## src/rtl/sum_acc_pkg.sv

```systemverilog
// ============================================================================
// Module : sum_acc_pkg
// Shared types and sizing helpers for the frame accumulator.
// Rev    : 1.0
// ============================================================================
`default_nettype none

package sum_acc_pkg;

    typedef enum logic [0:0] {
        ST_IDLE = 1'b0,
        ST_RUN  = 1'b1
    } state_e;

    localparam int DEF_DATA_W    = 4;
    localparam int DEF_FRAME_LEN = 8;

    // Smallest sum width that can hold FRAME_LEN full-scale samples.
    function automatic int acc_width(input int data_w, input int frame_len);
        return data_w + $clog2(frame_len);
    endfunction

endpackage

`default_nettype wire

```

## src/rtl/dout_if.sv

```systemverilog
// ============================================================================
// Module : dout_if
// Valid-qualified data bundle without back-pressure.
// Rev    : 1.0
// ============================================================================
`default_nettype none

interface dout_if #(
    parameter int WIDTH = 4
) ();
    logic [WIDTH-1:0] data;
    logic             valid;

    modport m (output data, output valid);
    modport s (input  data, input  valid);
endinterface

`default_nettype wire

```

## src/rtl/sum_acc.sv

```systemverilog
// ============================================================================
// Module : sum_acc
// Sums FRAME_LEN valid samples per frame and emits a one-cycle result pulse.
// Rev    : 1.0
// ============================================================================
`default_nettype none

module sum_acc
    import sum_acc_pkg::*;
#(
    parameter int DATA_W    = DEF_DATA_W,
    parameter int FRAME_LEN = DEF_FRAME_LEN,
    parameter int ACC_W     = acc_width(DATA_W, FRAME_LEN)
) (
    input  logic clk,
    input  logic rst_n,
    input  logic en,
    input  logic clr,
    dout_if.s    din,
    dout_if.m    acc,
    output logic busy
);

    localparam int              CNT_W    = $clog2(FRAME_LEN);
    localparam logic [CNT_W-1:0] CNT_LAST = CNT_W'(FRAME_LEN - 1);

    state_e             state_q;
    logic [ACC_W-1:0]   sum_q;
    logic [ACC_W-1:0]   sum_d;
    logic [CNT_W-1:0]   cnt_q;
    logic [ACC_W-1:0]   acc_data_q;
    logic               acc_valid_q;
    logic               busy_q;
    logic               take;
    logic               last;

    always_comb begin
        take  = en & din.valid;
        last  = (cnt_q == CNT_LAST);
        sum_d = sum_q + ACC_W'(din.data);
    end

    always_ff @(posedge clk or negedge rst_n) begin
        if (!rst_n) begin
            state_q     <= ST_IDLE;
            sum_q       <= '0;
            cnt_q       <= '0;
            acc_data_q  <= '0;
            acc_valid_q <= 1'b0;
            busy_q      <= 1'b0;
        end else begin
            acc_valid_q <= 1'b0;

            case (state_q)
                ST_IDLE: if (en)  state_q <= ST_RUN;
                ST_RUN:  if (!en) state_q <= ST_IDLE;
                default:          state_q <= ST_IDLE;
            endcase

            // Abort wins over a concurrent sample, including a frame-closing one.
            if (clr) begin
                sum_q  <= '0;
                cnt_q  <= '0;
                busy_q <= 1'b0;
            end else if (take) begin
                if (last) begin
                    acc_data_q  <= sum_d;
                    acc_valid_q <= 1'b1;
                    sum_q       <= '0;
                    cnt_q       <= '0;
                    busy_q      <= 1'b0;
                end else begin
                    sum_q  <= sum_d;
                    cnt_q  <= cnt_q + CNT_W'(1);
                    busy_q <= 1'b1;
                end
            end
        end
    end

    assign acc.data  = acc_data_q;
    assign acc.valid = acc_valid_q;
    assign busy      = busy_q;

endmodule

`default_nettype wire

```

## src/flat_wrapper.sv

```systemverilog
// flat-port wrapper written by rule: the top's interface ports become plain ports
module sum_acc_flat import sum_acc_pkg::*;
#(
    parameter int DATA_W    = DEF_DATA_W,
    parameter int FRAME_LEN = DEF_FRAME_LEN,
    parameter int ACC_W     = acc_width(DATA_W, FRAME_LEN)
)
  (clk, rst_n, en, clr, busy, din_data, din_valid, acc_data, acc_valid);
  dout_if #(.WIDTH(DATA_W)) din_i ();
  dout_if #(.WIDTH(ACC_W)) acc_i ();
  input  logic clk;
  input  logic rst_n;
  input  logic en;
  input  logic clr;
  output logic busy;
  input wire logic [$bits(din_i.data)-1:0] din_data;
  input wire logic [$bits(din_i.valid)-1:0] din_valid;
  output wire logic [$bits(acc_i.data)-1:0] acc_data;
  output wire logic [$bits(acc_i.valid)-1:0] acc_valid;
  assign din_i.data = din_data;
  assign din_i.valid = din_valid;
  assign acc_data = acc_i.data;
  assign acc_valid = acc_i.valid;
  sum_acc #(.DATA_W(DATA_W), .FRAME_LEN(FRAME_LEN), .ACC_W(ACC_W)) u_core (.clk(clk), .rst_n(rst_n), .en(en), .clr(clr), .din(din_i), .acc(acc_i), .busy(busy));
endmodule
```

## config.mk

```make
export PLATFORM = sky130hd
export DESIGN_NAME = sum_acc_flat
export DESIGN_NICKNAME = d
export VERILOG_FILES = /design/src/rtl/sum_acc_pkg.sv /design/src/rtl/dout_if.sv /design/src/rtl/sum_acc.sv /design/src/flat_wrapper.sv
export SDC_FILE = /design/constraint.sdc
export NUM_CORES = 1
export LEC_CHECK = 0
export ABC_AREA = 1
export CAP_MARGIN = 10
export CELL_PAD_IN_SITES_DETAIL_PLACEMENT = 0
export CELL_PAD_IN_SITES_GLOBAL_PLACEMENT = 1
export CORE_ASPECT_RATIO = 1.1
export CORE_MARGIN = 8
export CORE_UTILIZATION = 25
export DETAILED_ROUTE_END_ITERATION = 10
export GPL_ROUTABILITY_DRIVEN = 1
export HOLD_SLACK_MARGIN = 0.03
export PLACE_DENSITY = 0.65
export SLEW_MARGIN = 20
export SYNTH_ARGS = -nofsm -noshare
export SYNTH_HDL_FRONTEND = slang
export SYNTH_SLANG_ARGS = --single-unit
```

## constraint.sdc

```tcl
create_clock -name clk -period 2 [get_ports clk]
set_input_delay 0.2 -clock clk [delete_from_list [all_inputs] [get_ports clk]]
set_output_delay 0.2 -clock clk [all_outputs]
set_load 0.1 [all_outputs]
```

==> results of run 1 <==
metrics by stage:
stage	hold WS (ns)	setup slack [ns]	utilization (%)	total power [µW]	cells
floorplan	-0.0956	0.522	-	517	112
global placement	0.469	0.171	31.3	568	182
detailed placement	0.468	0.144	31.3	570	182
CTS	0.287	0.406	32.5	839	186
global route	0.300	0.245	32.5	869	186
finish	0.278	0.424	32.5	825	186
critical path: stages, from the launching register on:
cell                      delay [ns]
sky130_fd_sc_hd__dfrtp_1        0.38
sky130_fd_sc_hd__ha_1           0.22
sky130_fd_sc_hd__fa_1           0.41
sky130_fd_sc_hd__nand3_1        0.12
sky130_fd_sc_hd__nand2_1        0.09
sky130_fd_sc_hd__nand2_1        0.07
sky130_fd_sc_hd__nand2_1        0.06
sky130_fd_sc_hd__nand3_1        0.06
sky130_fd_sc_hd__nand2_1        0.06
cells in the mapped netlist:
master and count:
sky130_fd_sc_hd__nand3_1 13, sky130_fd_sc_hd__ha_1 6, sky130_fd_sc_hd__xnor2_1 1, sky130_fd_sc_hd__or2_1 1, sky130_fd_sc_hd__inv_1 11, sky130_fd_sc_hd__a22o_1 2
sky130_fd_sc_hd__nand2_2 1, sky130_fd_sc_hd__nor2_1 1, sky130_fd_sc_hd__o21ai_0 1, sky130_fd_sc_hd__inv_4 1, sky130_fd_sc_hd__a21oi_1 1, sky130_fd_sc_hd__dfrtp_1 19
sky130_fd_sc_hd__fa_1 1, sky130_fd_sc_hd__nor2_8 1, sky130_fd_sc_hd__inv_2 3, sky130_fd_sc_hd__nand4_1 1, sky130_fd_sc_hd__nand2_1 39, sky130_fd_sc_hd__o21ai_2 7
sky130_fd_sc_hd__nor2_4 2
cell usage in the layout, fill, tap and decap left out:
cell type,netlist,final
sky130_fd_sc_hd__a21oi_1,1,1
sky130_fd_sc_hd__clkbuf_8,0,3
sky130_fd_sc_hd__buf_4,0,10
sky130_fd_sc_hd__inv_4,1,1
sky130_fd_sc_hd__nand2_2,1,1
sky130_fd_sc_hd__xnor2_1,1,1
sky130_fd_sc_hd__dfrtp_1,19,19
sky130_fd_sc_hd__clkdlybuf4s50_1,0,8
sky130_fd_sc_hd__nor2_4,2,2
sky130_fd_sc_hd__inv_2,3,3
sky130_fd_sc_hd__nand4_1,1,1
sky130_fd_sc_hd__inv_1,11,11
sky130_fd_sc_hd__nor2_1,1,1
sky130_fd_sc_hd__o21ai_0,1,1
sky130_fd_sc_hd__ha_1,6,6
sky130_fd_sc_hd__nor2_8,1,1
sky130_fd_sc_hd__nand3_1,13,13
sky130_fd_sc_hd__nand2_1,39,39
sky130_fd_sc_hd__clkbuf_1,0,1
sky130_fd_sc_hd__fa_1,1,1
sky130_fd_sc_hd__a22o_1,2,2
sky130_fd_sc_hd__or2_1,1,1
sky130_fd_sc_hd__o21ai_2,7,7
logic make-up after synthesis:
logic type,synth area share (%)
AND/OR/NAND/NOR,27.6
flip-flops,47.4
buffers and inverters,5.86
AO/OA/AOI/OAI,8.85
adder cells (fa/ha/maj),9.48
XOR/XNOR,0.873
area by class of cell:
cell class	count	area, µm²
timing repair buffer	18	155
sequential	19	475
clock buffer	4	45.0
tap	52	65.1
multi-input combinational	78	469
inverter	15	58.8
fill	446	2640
state kept, by name (all words and copies together) (netlist names):
signal and cells:
u_core.acc.data 7, u_core.sum_q 7, u_core.cnt_q 3, u_core.acc.valid 1
u_core.busy 1
power breakdown:
group	switching [µW]	internal [µW]	total, µW
Combinational	105	48.8	154
Sequential	9.42	398	407
Clock	122	141	264
routing by layer:
layer	up-vias	global-route usage, %	part of all wire (%)
met1	369	7.85	45
li1	402	-	-
met4	0	4.04	2.2
met3	5	2.16	4.0
met5	-	0	0
met2	12	14.2	48
path summary, 6_finish.rpt:
path	start	to	slack (ns)	cells after the start
worst max-delay path	u_core.sum_q[0]	u_core.sum_q[6]	0.42	8
worst min register to register	u_core.acc.data[1]	u_core.acc.data[1]	0.49	2
max in group asynchronous	rst_n	u_core.sum_q[2]	1.52	2
min in group clk	u_core.acc.data[1]	u_core.acc.data[1]	0.49	2
worst max register to register	u_core.sum_q[0]	u_core.sum_q[6]	0.42	8
worst min-delay path	rst_n	u_core.cnt_q[2]	0.28	2
==> impl_metrics.tcl, run 1 <==
set metrics [dict create \
    global_route.usage.total_pct 7.66 \
    syn-num-nets 128 \
    netlist_instances 112 \
    firstDrtPassIters 4 \
    post_drt_via_cell_ratio 4.24 \
    yosysWarnings 0 \
    ys_seq_area_share_pct 47.4 \
    final.setup_skew_ns 0.00455 \
    maxClockFrequency_mhz 634 \
    max-vdd-ir-drop_uv 291 \
    synth_top_cell_area_share_pct 47.4 \
    timing_max_transition_violations_final 0 \
    io_pins 18 \
    setup-tns-final_ns 0 \
    setup-violations-final 0 \
    timing.critical_path.from_type "register" \
    p_per_area_nw_per_um2 650 \
    tritoncts.num_buffers 3 \
    cp.arrival_ns 1.72 \
    first_pass_grt_wire_length_um 3800 \
    vias 788 \
    n_antenna_cell 0 \
    rows 24 \
    cts.root.buffer_cell "sky130_fd_sc_hd__clkbuf_8" \
    transition_time_at_the_pin_with_the_least_slew_margin_ns 0.325 \
    cts-hold-fix-buffers 0 \
    run_status "finished clean" \
    number_of_antenna_violations_at_the_first_check_in_global_routing 0 \
    clk-insertion-delay-late_ns 0.25 \
    finish.net_count 151 \
    post-route-min-period_ns 1.58 \
    final_standard_cell_area_without_fillers_um2 1270 \
    io_buffers 17 \
    grt_max_degree 20 \
    die_w_um 76.4 \
    average_wire_per_cell_in_the_routed_design_um 11.3 \
    placement.cell_area_um2 1220 \
    cts.sink_count 19 \
    grt_pass1_vias 871 \
    cts-htree-levels 1 \
    synth_largest_area_cell "sky130_fd_sc_hd__dfrtp_1" \
    syn_avg_cell_area_um2 8.96 \
    yosys.cell_types.count 19 \
    synth.area.top_cells "sky130_fd_sc_hd__dfrtp_1 47%, sky130_fd_sc_hd__nand2_1 15%, sky130_fd_sc_hd__ha_1 7.5%" \
    max-slew-margin-rel_pct 78.2 \
    yosys_register_bits 19 \
    leakagePower_uw 0.000685 \
    tritoncts "built" \
    dpl.hpwl_um 1680 \
    initial_core_util_pct 25.7 \
    die_area_um2 6300 \
    coreArea_um2 3900 \
    cap_viol_max_count 0 \
    timing.critical_path.to_type "register" \
    ant_nets 0 \
    crit_fanout 3 \
    synth.cell_area_um2 1000 \
    rsz0062_at_grt "false" \
    post_cts_resize_count 0 \
    critical_path_class "register to register" \
    hold_viol 0 \
    flow.area_growth_from_synthesis_pct 26.4 \
    timing.hold.worst.class "input pin to asynchronous set/reset pin" \
    die_height_um 82.4 \
    cts_setup_buffers 0 \
    globalplace.congestion 0.797 \
    drc 0 \
    crit_path_required_time_ns 2.15 \
    layout-drive-gt1-share_pct 20.9 \
    clk_transition_reported_paths_ns 0.07 \
    final_clock_period_utilization_by_the_worst_path_pct 78.8 \
    globalRoute.totalOverflow 0 \
    max-clock-path-buffers 2 \
    detail_route.iter0.violations 16 \
    total_routed_length_um 2100 \
]
(Power assumes the default switching activity.)
==> inputs of run 2 (changes only) <==
- clock period: 2 -> 1.56 ns (I/O delays scaled with it)
==> run 2 against run 1 <==
Design area up 13%. Setup slack worse by 0.32 ns. Sequential power up 29%. Wire length increased by 4.0%. Sequential share of layout area shrank 4.2 points. Combinational power grew 50%. Critical path type unchanged. Critical endpoint unchanged. Largest cell class is now multi-input combinational cells.
==> impl_metrics.tcl, run 2 (synthesis results as in run 1) <==
set metrics [dict create \
    p_per_area_nw_per_um2 772 \
    critical_path_class "register to register" \
    wl_met3_um 101 \
    tritoncts.num_buffers 3 \
    max-vdd-ir-drop_uv 427 \
    first_pass_grt_wire_length_um 3880 \
    crit_fanout 3 \
    max-slew-margin-rel_pct 79.3 \
    timing_max_transition_violations_final 0 \
    tritoncts "built" \
    leakagePower_uw 0.000723 \
    cts-hold-fix-buffers 0 \
    n_antenna_cell 0 \
    io_buffers 17 \
    grt_max_degree 20 \
    setup-tns-final_ns 0 \
    timing.critical_path.to_type "register" \
    cts-htree-levels 1 \
    global_route.usage.total_pct 7.69 \
    cap_viol_max_count 0 \
    maxClockFrequency_mhz 685 \
    grt_pass1_vias 851 \
    comb_pwr_share_pct 21.0 \
    power.share.switching_pct 28.9 \
    ant_nets 0 \
    total_routed_length_um 2190 \
    layout.cells.most_common_list "38 x sky130_fd_sc_hd__nand2_1, 19 x sky130_fd_sc_hd__dfrtp_1, 12 x sky130_fd_sc_hd__nand3_1, 11 x sky130_fd_sc_hd__inv_1, 9 x sky130_fd_sc_hd__buf_12" \
    final_standard_cell_area_without_fillers_um2 1430 \
    number_of_antenna_violations_at_the_first_check_in_global_routing 0 \
    initial_core_util_pct 25.7 \
    post_drt_via_cell_ratio 4.28 \
    cts.sink_count 19 \
    clk_transition_reported_paths_ns 0.07 \
    internal_power_uw 784 \
    route.met2.wl_um 1100 \
    clockPowerShare_pct 31.2 \
    transition_time_at_the_pin_with_the_least_slew_margin_ns 0.308 \
    final_common_cell "sky130_fd_sc_hd__nand2_1" \
    max-clock-path-buffers 2 \
    crit_path_required_time_ns 1.71 \
    flow.area_growth_from_synthesis_pct 42.4 \
    average_wire_per_cell_in_the_routed_design_um 11.6 \
    post-route-min-period_ns 1.46 \
    cts.root.buffer_cell "sky130_fd_sc_hd__clkbuf_8" \
    m1WireLength_um 949 \
    rsz0062_at_grt "true" \
    drc 0 \
    post-place-cells 184 \
    timing.hold.worst.class "input pin to asynchronous set/reset pin" \
    finalNonFillerCells 189 \
    rows 24 \
    fillCellCount 423 \
    vias 808 \
    power_frac_seq_pct 47.8 \
    run_status "finished clean" \
    die_area_um2 6300 \
    reported_net_switching_power_uw 319 \
    timing.critical_path.from_type "register" \
    top_signal_layer_used "met4" \
    coreArea_um2 3900 \
    firstDrtPassIters 4 \
    layout-drive-gt1-share_pct 26.3 \
    setup-violations-final 0 \
    io_pins 18 \
    die_w_um 76.4 \
    die_height_um 82.4 \
    clk-insertion-delay-late_ns 0.26 \
    power.total_uw 1100 \
    fin_hold_ws_ns 0.224 \
    hold_viol 0 \
    globalplace.congestion 0.796 \
    placement.cell_area_um2 1350 \
    globalRoute.totalOverflow 0 \
    detail_route.iter0.violations 25 \
    final_clock_period_utilization_by_the_worst_path_pct 93.5 \
    dpl.hpwl_um 1750 \
    cp.arrival_ns 1.61 \
    final.setup_skew_ns 0.00303 \
    finish.net_count 154 \
]
-- run 2: changes by cell type in the layout (fill, tap and decap cells not counted), sizes merged --
cell and delta:
buf +3
-- run 2: metrics by stage --
step | utilization, % | worst slack, ns
after floorplan | - | 0.0820
after global placement | 34.6 | -0.213
after detailed placement | 34.6 | -0.234
after CTS | 35.8 | 0.0245
after global routing | 36.6 | -0.0223
final | 36.6 | 0.101
-- run 2: layout make-up --
| cell class | count | area [µm²] | area share, % |
|---|---|---|---|
| tap | 52 | 65.1 | 4.55 |
| clock buffer | 4 | 45.0 | 3.15 |
| sequential | 19 | 475 | 33.3 |
| inverter | 15 | 58.8 | 4.12 |
| timing repair buffer | 21 | 290 | 20.3 |
| multi-input combinational | 78 | 494 | 34.6 |
-- run 2: timing repair --
item                                    in CTS  in global routing
gates resized for setup                      1                  4
endpoints found under the setup margin       2                  4
pin swaps                                    0                  0
buffers inserted                             0                  1
gates cloned                                 0                  0
-- run 2: worst max-delay path, stage by stage, from the launching register on --
cell and delay (ns):
sky130_fd_sc_hd__dfrtp_1 0.39, sky130_fd_sc_hd__ha_2 0.19, sky130_fd_sc_hd__fa_2 0.36, sky130_fd_sc_hd__nand3_2 0.10
sky130_fd_sc_hd__nand2_2 0.07, sky130_fd_sc_hd__nand2_1 0.07, sky130_fd_sc_hd__nand2_1 0.06, sky130_fd_sc_hd__nand3_1 0.06
sky130_fd_sc_hd__nand2_1 0.05
-- run 2: path summary, 6_finish.rpt --
kind	depth (start not counted)	end	start	slack, ns
setup / recovery	8	u_core.sum_q[6]	u_core.sum_q[0]	0.10
hold / removal	2	u_core.acc.data[0]	rst_n	0.22
setup reg to reg	8	u_core.sum_q[6]	u_core.sum_q[0]	0.10
hold reg to reg	2	u_core.sum_q[3]	u_core.sum_q[3]	0.49
max in group asynchronous	2	u_core.sum_q[6]	rst_n	1.13
min in group clk	2	u_core.sum_q[3]	u_core.sum_q[3]	0.49
-- run 2: routing by layer --
| layer | global-route usage [%] | up-vias |
|---|---|---|
| li1 | - | 407 |
| met1 | 8.31 | 385 |
| met2 | 14.0 | 12 |
| met3 | 2.16 | 4 |
| met4 | 3.46 | 0 |
| met5 | 0 | - |
-- run 2: power groups by stage --
stage,Sequential (µW),Clock (µW),Combinational [µW]
6_report,527,345,231
3_5_place_dp,536,0,224
4_1_cts,527,352,225
5_1_grt,530,372,252
2_1_floorplan,584,0,78.2
3_3_place_gp,535,0,221
==> inputs of run 3 (changes only) <==
--- a/constraint.sdc
+++ b/constraint.sdc
@@ -3,2 +3,2 @@
 set_output_delay 0.156 -clock clk [all_outputs]
-set_load 0.1 [all_outputs]
+set_load 0.01 [all_outputs]
==> run 3 against run 2 <==
Fmax shrank 1.3%. Power shrank 7.2%. Clock skew grew 0.0038 ns. Critical path depth shrank 4. Largest cell class unchanged. First-iteration DRC count grew 20%. Design area shrank 5.6%. Highest routed layer unchanged.
==> impl_metrics.tcl, run 3 (synthesis results as in run 1) <==
set metrics [dict create \
    p_per_area_nw_per_um2 759 \
    crit_path_required_time_ns 1.69 \
    post_drt_via_cell_ratio 4.26 \
    globalRoute.totalOverflow 0 \
    cap_viol_max_count 0 \
    setup-tns-final_ns 0 \
    number_of_antenna_violations_at_the_first_check_in_global_routing 0 \
    rsz0062_at_grt "true" \
    drc 0 \
    final.setup_skew_ns 0.00680 \
    timing.rr.start "u_core.sum_q[0]" \
    worst-r2r-setup-slack_ns 0.08 \
    power.share.switching_pct 25.2 \
    comb_pwr_share_pct 15.6 \
    detail_route.iter0.violations 30 \
    n_antenna_cell 0 \
    place_worst_setup_slack_ns -0.238 \
    critPathMaxStageDelay_ns 0.41 \
    total_routed_length_um 2140 \
    power_frac_seq_pct 51.0 \
    setup-violations-final 0 \
    power.total_uw 1020 \
    worstPathCellList "ha_4 -> fa_2 -> xnor2_1 -> o21ai_2" \
    average_wire_per_cell_in_the_routed_design_um 11.3 \
    critical_path_class "register to register" \
    die_area_um2 6300 \
    leakagePower_uw 0.000681 \
    max-slew-margin-rel_pct 78.2 \
    crit_slowest_cell "sky130_fd_sc_hd__dfrtp_1" \
    reported_net_switching_power_uw 258 \
    internal_power_uw 766 \
    cts-htree-levels 1 \
    die_w_um 76.4 \
    timing.critical_path.to_type "register" \
    cts.root.buffer_cell "sky130_fd_sc_hd__clkbuf_8" \
    coreArea_um2 3900 \
    io_pins 18 \
    clk-insertion-delay-late_ns 0.26 \
    transition_time_at_the_pin_with_the_least_slew_margin_ns 0.325 \
    tritoncts "built" \
    cts.sink_count 19 \
    run_status "finished clean" \
    die_height_um 82.4 \
    ff2ff_path_depth 4 \
    cp.arrival_ns 1.61 \
    dpl.hpwl_um 1630 \
    finish.net_count 154 \
    crit_fanout 2 \
    global_route.usage.total_pct 7.87 \
    clockPowerShare_pct 33.3 \
    final_core_utilization_pct 34.6 \
    timing_max_transition_violations_final 0 \
    timing.critical_path.from_type "register" \
    io_buffers 17 \
    initial_core_util_pct 25.7 \
    worstReg2RegEnd "u_core.sum_q[2]" \
    final_clock_period_utilization_by_the_worst_path_pct 94.8 \
    timing.hold.worst.class "input pin to asynchronous set/reset pin" \
    flow.area_growth_from_synthesis_pct 34.4 \
    ant_nets 0 \
    max-vdd-ir-drop_uv 359 \
    firstDrtPassIters 4 \
    maxClockFrequency_mhz 676 \
    grt_pass1_vias 880 \
    layout.cells.most_common_list "35 x sky130_fd_sc_hd__nand2_1, 19 x sky130_fd_sc_hd__dfrtp_1, 17 x sky130_fd_sc_hd__clkdlybuf4s50_1, 11 x sky130_fd_sc_hd__inv_1, 11 x sky130_fd_sc_hd__nand3_1" \
    setup_ws_ns 0.0807 \
    final_common_cell "sky130_fd_sc_hd__nand2_1" \
    hold_viol 0 \
    clk_transition_reported_paths_ns 0.07 \
    vias 806 \
    layout-drive-gt1-share_pct 21.9 \
    tritoncts.num_buffers 3 \
    post-route-min-period_ns 1.48 \
    first_pass_grt_wire_length_um 3960 \
    rows 24 \
    max-clock-path-buffers 2 \
    globalplace.congestion 0.778 \
    grt_max_degree 20 \
]
[run 3: changes by cell type in the layout (fill, tap and decap cells not counted)]
cell and delta:
sky130_fd_sc_hd__buf_12 -9, sky130_fd_sc_hd__ha_2 -1, sky130_fd_sc_hd__nand3_2 +1, sky130_fd_sc_hd__nand2_2 +3, sky130_fd_sc_hd__clkdlybuf4s50_1 +9, sky130_fd_sc_hd__ha_1 +1
sky130_fd_sc_hd__nand2_1 -3, sky130_fd_sc_hd__nand3_1 -1
[run 3: worst max path at each step]
stage | to | slack [ns] | from | cells after the start
after floorplan | u_core.acc.data[6] | 0.08 | u_core.sum_q[0] | 8
after global placement | u_core.acc.data[6] | -0.21 | din_data[0] | 9
after CTS | u_core.sum_q[6] | 0.04 | u_core.sum_q[0] | 8
final | u_core.sum_q[2] | 0.08 | u_core.sum_q[0] | 4
after global routing | u_core.acc.data[6] | -0.008 | u_core.sum_q[0] | 8
after detailed placement | u_core.sum_q[6] | -0.24 | din_data[0] | 9
[run 3: worst max-delay path, delay by kind of cell (launching register included)]
family | cells | cell delay, ns
compound gates | 1 | 0.10
fa+ha+maj | 2 | 0.55
xor+xnor | 1 | 0.30
flops | 1 | 0.41
[run 3: timing repair]
item / CTS / global route
pin swaps: 0 / 4
setup buffers: 0 / 1
endpoints found under the setup margin: 2 / 4
hold buffers: 0 / 0
gates resized for setup: 1 / 8
[run 3: per-layer routing]
metal / vias to the layer above / part of all wire (%) / track usage, %
li1: 406 / - / -
met5: - / 0 / 0
met3: 5 / 4.2 / 2.16
met1: 381 / 45 / 8.94
met2: 14 / 49 / 13.8
met4: 0 / 2.1 / 3.46
[run 3: power groups by stage]
stage                     clock, µW  sequential (µW)  combinational, µW
after detailed placement          0              532                154
after global placement            0              531                153
after CTS                       354              522                156
after floorplan                   0              533               78.1
after global routing            381              525                182
final                           341              523                160
[run 3: cell type report]
cell class / count / area (µm²)
inverters: 15 / 58.8
fillers: 435 / 2550
repair buffers: 21 / 200
multi-input cells: 78 / 504
clock buffers: 4 / 45.0
well taps: 52 / 65.1
flip-flops and latches: 19 / 475
[run 3: through the flow]
step | cell area, µm² | hold slack [ns] | instances
after floorplan | 1000 | -0.140 | 112
after global placement | 1260 | 0.467 | 184
after detailed placement | 1260 | 0.470 | 184
after CTS | 1310 | 0.238 | 188
after global routing | 1350 | 0.254 | 189
final | 1350 | 0.230 | 189
